==> src/rtl/alu_pkg.sv <==
// Shared widths and one-hot opcode encodings for the execute-stage ALU and its arbiter.
package alu_pkg;

  localparam int XLEN = 32;
  localparam int OPW  = 47;
  localparam int TAGW = 5;

  // Register-register forms
  localparam logic [OPW-1:0] OP_ADD  = 47'h00001;
  localparam logic [OPW-1:0] OP_SUB  = 47'h00002;
  localparam logic [OPW-1:0] OP_XOR  = 47'h00004;
  localparam logic [OPW-1:0] OP_OR   = 47'h00008;
  localparam logic [OPW-1:0] OP_AND  = 47'h00010;
  localparam logic [OPW-1:0] OP_SLL  = 47'h00020;
  localparam logic [OPW-1:0] OP_SRL  = 47'h00040;
  localparam logic [OPW-1:0] OP_SRA  = 47'h00080;
  localparam logic [OPW-1:0] OP_SLT  = 47'h00100;
  localparam logic [OPW-1:0] OP_SLTU = 47'h00200;

  // Immediate forms; operand 2 already carries the immediate
  localparam logic [OPW-1:0] OP_ADDI = 47'h00400;
  localparam logic [OPW-1:0] OP_XORI = 47'h00800;
  localparam logic [OPW-1:0] OP_ORI  = 47'h01000;
  localparam logic [OPW-1:0] OP_ANDI = 47'h02000;
  localparam logic [OPW-1:0] OP_SLLI = 47'h04000;
  localparam logic [OPW-1:0] OP_SRLI = 47'h08000;
  localparam logic [OPW-1:0] OP_SRAI = 47'h10000;

  localparam logic [OPW-1:0] OPMASK = 47'h1FFFF;

  typedef enum logic {
    SIDE_A = 1'b0,
    SIDE_B = 1'b1
  } side_t;

endpackage

==> src/rtl/alu_onehot_chk.sv <==
// Combinational opcode legality: nonzero, exactly one bit set, and no bit outside the executable mask.
module alu_onehot_chk
  import alu_pkg::*;
#(
  parameter int              OPW    = alu_pkg::OPW,
  parameter logic [OPW-1:0]  OPMASK = alu_pkg::OPMASK
) (
  input  logic [OPW-1:0] instr,
  output logic           legal
);

  localparam logic [OPW-1:0] ONE = {{(OPW-1){1'b0}}, 1'b1};

  logic [OPW-1:0] outside;
  logic           nonzero;
  logic           single;

  for (genvar gi = 0; gi < OPW; gi++) begin : g_mask
    assign outside[gi] = instr[gi] && !OPMASK[gi];
  end

  assign nonzero = |instr;
  // Clearing the lowest set bit leaves zero only when one bit was set
  assign single  = ((instr & (instr - ONE)) == '0);
  assign legal   = nonzero && single && !(|outside);

endmodule

==> src/rtl/alu_arbiter.sv <==
// Round-robin sharing of one combinational ALU between two requesters, with a
// one-entry registered result stage and a saturating stall counter.
module alu_arbiter
  import alu_pkg::*;
#(
  parameter int              XLEN   = alu_pkg::XLEN,
  parameter int              OPW    = alu_pkg::OPW,
  parameter int              TAGW   = alu_pkg::TAGW,
  parameter logic [OPW-1:0]  OPMASK = alu_pkg::OPMASK
) (
  input  logic            clk,
  input  logic            rst,
  input  logic            a_valid,
  output logic            a_ready,
  input  logic [OPW-1:0]  a_instr,
  input  logic [XLEN-1:0] a_op1,
  input  logic [XLEN-1:0] a_op2,
  input  logic [TAGW-1:0] a_tag,
  input  logic            b_valid,
  output logic            b_ready,
  input  logic [OPW-1:0]  b_instr,
  input  logic [XLEN-1:0] b_op1,
  input  logic [XLEN-1:0] b_op2,
  input  logic [TAGW-1:0] b_tag,
  output logic [XLEN-1:0] alu_v1,
  output logic [XLEN-1:0] alu_v2,
  output logic [OPW-1:0]  alu_instr,
  input  logic [XLEN-1:0] alu_result,
  output logic            res_valid,
  input  logic            res_ready,
  output logic [XLEN-1:0] res_data,
  output logic            res_src,
  output logic [TAGW-1:0] res_tag,
  output logic            res_illegal,
  output logic [15:0]     busy_cnt
);

  side_t           ptr_reg;
  logic            res_valid_reg;
  logic [XLEN-1:0] res_data_reg;
  logic            res_src_reg;
  logic [TAGW-1:0] res_tag_reg;
  logic            res_illegal_reg;
  logic [15:0]     busy_cnt_reg;
  logic [15:0]     busy_cnt_next;

  logic            free;
  logic            contention;
  logic            grant_a;
  logic            grant_b;
  logic            grant;
  logic            stalled;
  logic            legal;
  logic [TAGW-1:0] sel_tag;

  assign free       = !res_valid_reg || res_ready;
  assign contention = a_valid && b_valid;

  always_comb begin
    grant_a = 1'b0;
    grant_b = 1'b0;
    if (!rst && free) begin
      if (contention) begin
        grant_a = (ptr_reg == SIDE_A);
        grant_b = (ptr_reg == SIDE_B);
      end else begin
        grant_a = a_valid;
        grant_b = b_valid;
      end
    end
  end

  assign grant   = grant_a || grant_b;
  assign a_ready = grant_a;
  assign b_ready = grant_b;

  // Idle cycles present port A operands with a zero opcode so the ALU outputs 0
  assign alu_v1    = grant_b ? b_op1 : a_op1;
  assign alu_v2    = grant_b ? b_op2 : a_op2;
  assign alu_instr = grant_b ? b_instr : (grant_a ? a_instr : '0);
  assign sel_tag   = grant_b ? b_tag : a_tag;

  alu_onehot_chk #(
    .OPW    (OPW),
    .OPMASK (OPMASK)
  ) u_chk (
    .instr (alu_instr),
    .legal (legal)
  );

  assign stalled       = (a_valid && !grant_a) || (b_valid && !grant_b);
  assign busy_cnt_next = (stalled && (busy_cnt_reg != 16'hFFFF)) ? busy_cnt_reg + 16'd1
                                                                  : busy_cnt_reg;

  always_ff @(posedge clk) begin
    if (rst) begin
      ptr_reg         <= SIDE_A;
      res_valid_reg   <= 1'b0;
      res_data_reg    <= '0;
      res_src_reg     <= 1'b0;
      res_tag_reg     <= '0;
      res_illegal_reg <= 1'b0;
      busy_cnt_reg    <= '0;
    end else begin
      busy_cnt_reg <= busy_cnt_next;
      if (grant) begin
        res_valid_reg   <= 1'b1;
        res_data_reg    <= legal ? alu_result : '0;
        res_src_reg     <= grant_b;
        res_tag_reg     <= sel_tag;
        res_illegal_reg <= !legal;
        // Only a contended grant hands priority to the other side
        if (contention) begin
          ptr_reg <= (ptr_reg == SIDE_A) ? SIDE_B : SIDE_A;
        end
      end else if (res_ready) begin
        res_valid_reg <= 1'b0;
      end
    end
  end

  assign res_valid   = res_valid_reg;
  assign res_data    = res_data_reg;
  assign res_src     = res_src_reg;
  assign res_tag     = res_tag_reg;
  assign res_illegal = res_illegal_reg;
  assign busy_cnt    = busy_cnt_reg;

endmodule

==> config.mk <==
export PLATFORM = sky130hd
export DESIGN_NAME = alu_arbiter
export DESIGN_NICKNAME = d
export VERILOG_FILES = /design/src/rtl/alu_pkg.sv /design/src/rtl/alu_onehot_chk.sv /design/src/rtl/alu_arbiter.sv
export SDC_FILE = /design/constraint.sdc
export NUM_CORES = 1
export LEC_CHECK = 0
export CORE_AREA = 10 10 164 166
export DETAILED_ROUTE_END_ITERATION = 10
export DIE_AREA = 0 0 174 176
export PLACE_DENSITY = 0.58
export SYNTH_ARGS = -nofsm -noshare
export SYNTH_HDL_FRONTEND = slang
export SYNTH_SLANG_ARGS = --single-unit
==> constraint.sdc <==
create_clock -name clk -period 3.01 [get_ports clk]
set_input_delay 0.4515 -clock clk [delete_from_list [all_inputs] [get_ports clk]]
set_output_delay 0.4515 -clock clk [all_outputs]
set_load 0.02 [all_outputs]
==> results.yml <==
placed_design:
  dpl_cell_area_sq_um: 10300
  dpl.hpwl_um: 28300
  portBuffers: 437
  dp_slack_ns: -0.0704
  place_congestion: 0.899
synth:
  async_flop_share_pct: 0
  netlist_instances: 751
  yosys_warnings: 0
  yosysTopAreaCell: "dfxtp_1"
  yosysMostFrequentCell: "nand2_1"
  syn_area_sq_um: 5070
  synth_top_cells_by_area: "dfxtp_1, nand2_1, a2111oi_0, nand4_1, a22o_1"
  synth_ff_type: "dfxtp_1"
  ys_seq_area_share_pct: 22.5
  syn-num-nets: 1021
  syn_area_per_cell_sq_um: 6.75
  ys_ff_latch: 57
  synth_cell_types: 73
  synth.top_cell.area_share_pct: 22.5
  synth_edf_count: 0
  synthTopCellsByCount: "nand2_1, dfxtp_1, nand4_1"
clock_network:
  clk_pin_slew_worst_paths_ns: 0.05
  cts_root_buffer: "clkbuf_16"
  clockBufferDepth: 2
  htree_levels: 3
  cts_hold_buf: 0
  clock_latency_ns: 0.33
  numCtsBuffers: 9
  clock-sinks: 57
  cts_tree: "done"
  post_cts_resized: 10
  cts_setup_buffers: 0
floorplanning:
  fp.dieH_um: 176
  rows: 57
  core_area_sq_um: 23800
  pin_count: 438
  die_x_um: 174
  initial_core_util_pct: 21.3
  die-area_sq_um: 30600
drt:
  final_antenna_net_count: 0
  first_pass_iters: 5
  drtIter0Drc: 394
  num_vias: 7467
  viasPerCell: 4.82
  wl_per_cell_um: 22.0
  routed_wl_um: 34000
  drc_errors: 0
worst_setup_path:
  cp.required_ns: 2.56
  cp.arrival_ns: 2.48
  cpMostUsedCell: "clkdlybuf4s50_1"
  crit_chain: "clkdlybuf4s50_1 -> nand2b_2 -> nand4b_4 -> inv_6 -> buf_12 -> a22oi_1 -> inv_1 -> clkdlybuf4s50_1"
  cpMaxStageDelayCell: "clkdlybuf4s50_1"
  worstSetupPathType: "in -> out"
  critPathLaunchType: "primary input"
  slowest_delay_ns: 0.56
  endpoint_kind: "output port"
  worst-path-max-fanout: 20
grt:
  grt_usage_pct: 20.6
  grt_pass1_wl_um: 49000
  antenna_found_initial: 2
  grt_max_degree: 34
  grt_pass1_vias: 7379
  grt-ovfl-total: 0
flow_run:
  drv_cap: 0
power_and_ir_drop:
  p_leak_nw: 4.93
  power.density_nw_per_um2: 319
  ir_drop_v: 0.000276
  power_mw: 3.44
sta:
  fmax_ghz: 0.341
  hold_viol_final: 0
  rsz0062_at_grt: "no"
  slew_viol_final: 0
  min_period_ns: 2.93
  whs_ns: 0.441
  period_share_pct: 97.5
  layout_setup_ws_ns: 0.0753
  setup_viol: 0
  worst_pin_slew_ns: 0.945
  fin_worst_skew_ns: 0.00864
  slew_headroom_pct: 36.9
final_layout:
  final_area_sq_um: 10800
  drive_above_1_share_pct: 11.7
  largest_register_ffs: 32
  final_util_pct: 45.3
  nets: 1490
  area_growth_syn_to_layout_pct: 113
outcome:
  status: "complete, no violations"
hold_path:
  hp-class: "reg -> reg"
report_power, final:
part | internal, mW | switching, mW | total, mW
combinational | 0.803 | 0.782 | 1.59
clock | 0.711 | 0.342 | 1.05
sequential | 0.786 | 0.0197 | 0.806
total | 2.30 | 1.14 | 3.44
cells in the final DEF, fill, tap and decap left out, types with 5 or more instances in the layout:
master and count:
clkdlybuf4s50_1 347, nand2_1 271, buf_4 76, dlymetal6s2s_1 69, dfxtp_1 57, nand4_1 42
nor2_1 34, o21ai_1 32, a2111oi_0 31, a22o_1 28, inv_1 21, buf_12 18
a22oi_1 16, o21ai_0 15, nor4_1 14, nor3_1 14, a21oi_1 10, dlygate4sd2_1 10
clkbuf_16 9, nand3_1 7, mux2i_1 6, nand3b_1 6, xor2_1 6, xnor2_1 6
a22oi_2 5
worst max-delay path: cells and delay by family:
family,cells,cell delay [ns]
buffers and inverters,5,1.33
AND/OR/NAND/NOR,2,0.40
AO/OA/AOI/OAI,1,0.28
metrics by stage:
step                TNS [ns]  std cells
detailed placement    -0.312       1533
CTS                        0       1547
floorplan                  0        751
global placement     -0.0662       1533
finish                     0       1548
global route               0       1548
worst paths after layout:
kind	slack, ns	cells past startpoint	endpoint	start
worst min register to register	0.44	2	res_data[19]	res_data[19]
worst max register to register	0.59	10	res_illegal	res_valid
worst min-delay path	0.44	2	res_data[19]	res_data[19]
worst max-delay path	0.08	8	alu_instr[19]	res_ready
cell type report:
cell class              instances  area [sq um]
repair buffers                520          5360
fillers                      2459         13000
diodes                          1          2.50
well taps                     324           405
clock inverters                 4          70.1
inverters                      23          91.3
clock buffers                  10           229
multi-input cells             609          3490
flip-flops and latches         57          1140
metal layers:
metal	wire (um)	GRT usage, %	vias up
li1	-	-	3639
met1	13700	24.0	3489
met2	17500	37.5	310
met3	2360	5.19	29
met4	481	3.88	0
met5	0	0	-
kinds of logic after synthesis:
group	share of synthesized area [%]
fa+ha+maj	0.247
flops	22.5
mux	1.19
xor+xnor	2.07
simple gates	37.1
buf+inv	8.82
compound gates	28.0
Power figures use the tool's default switching activity.
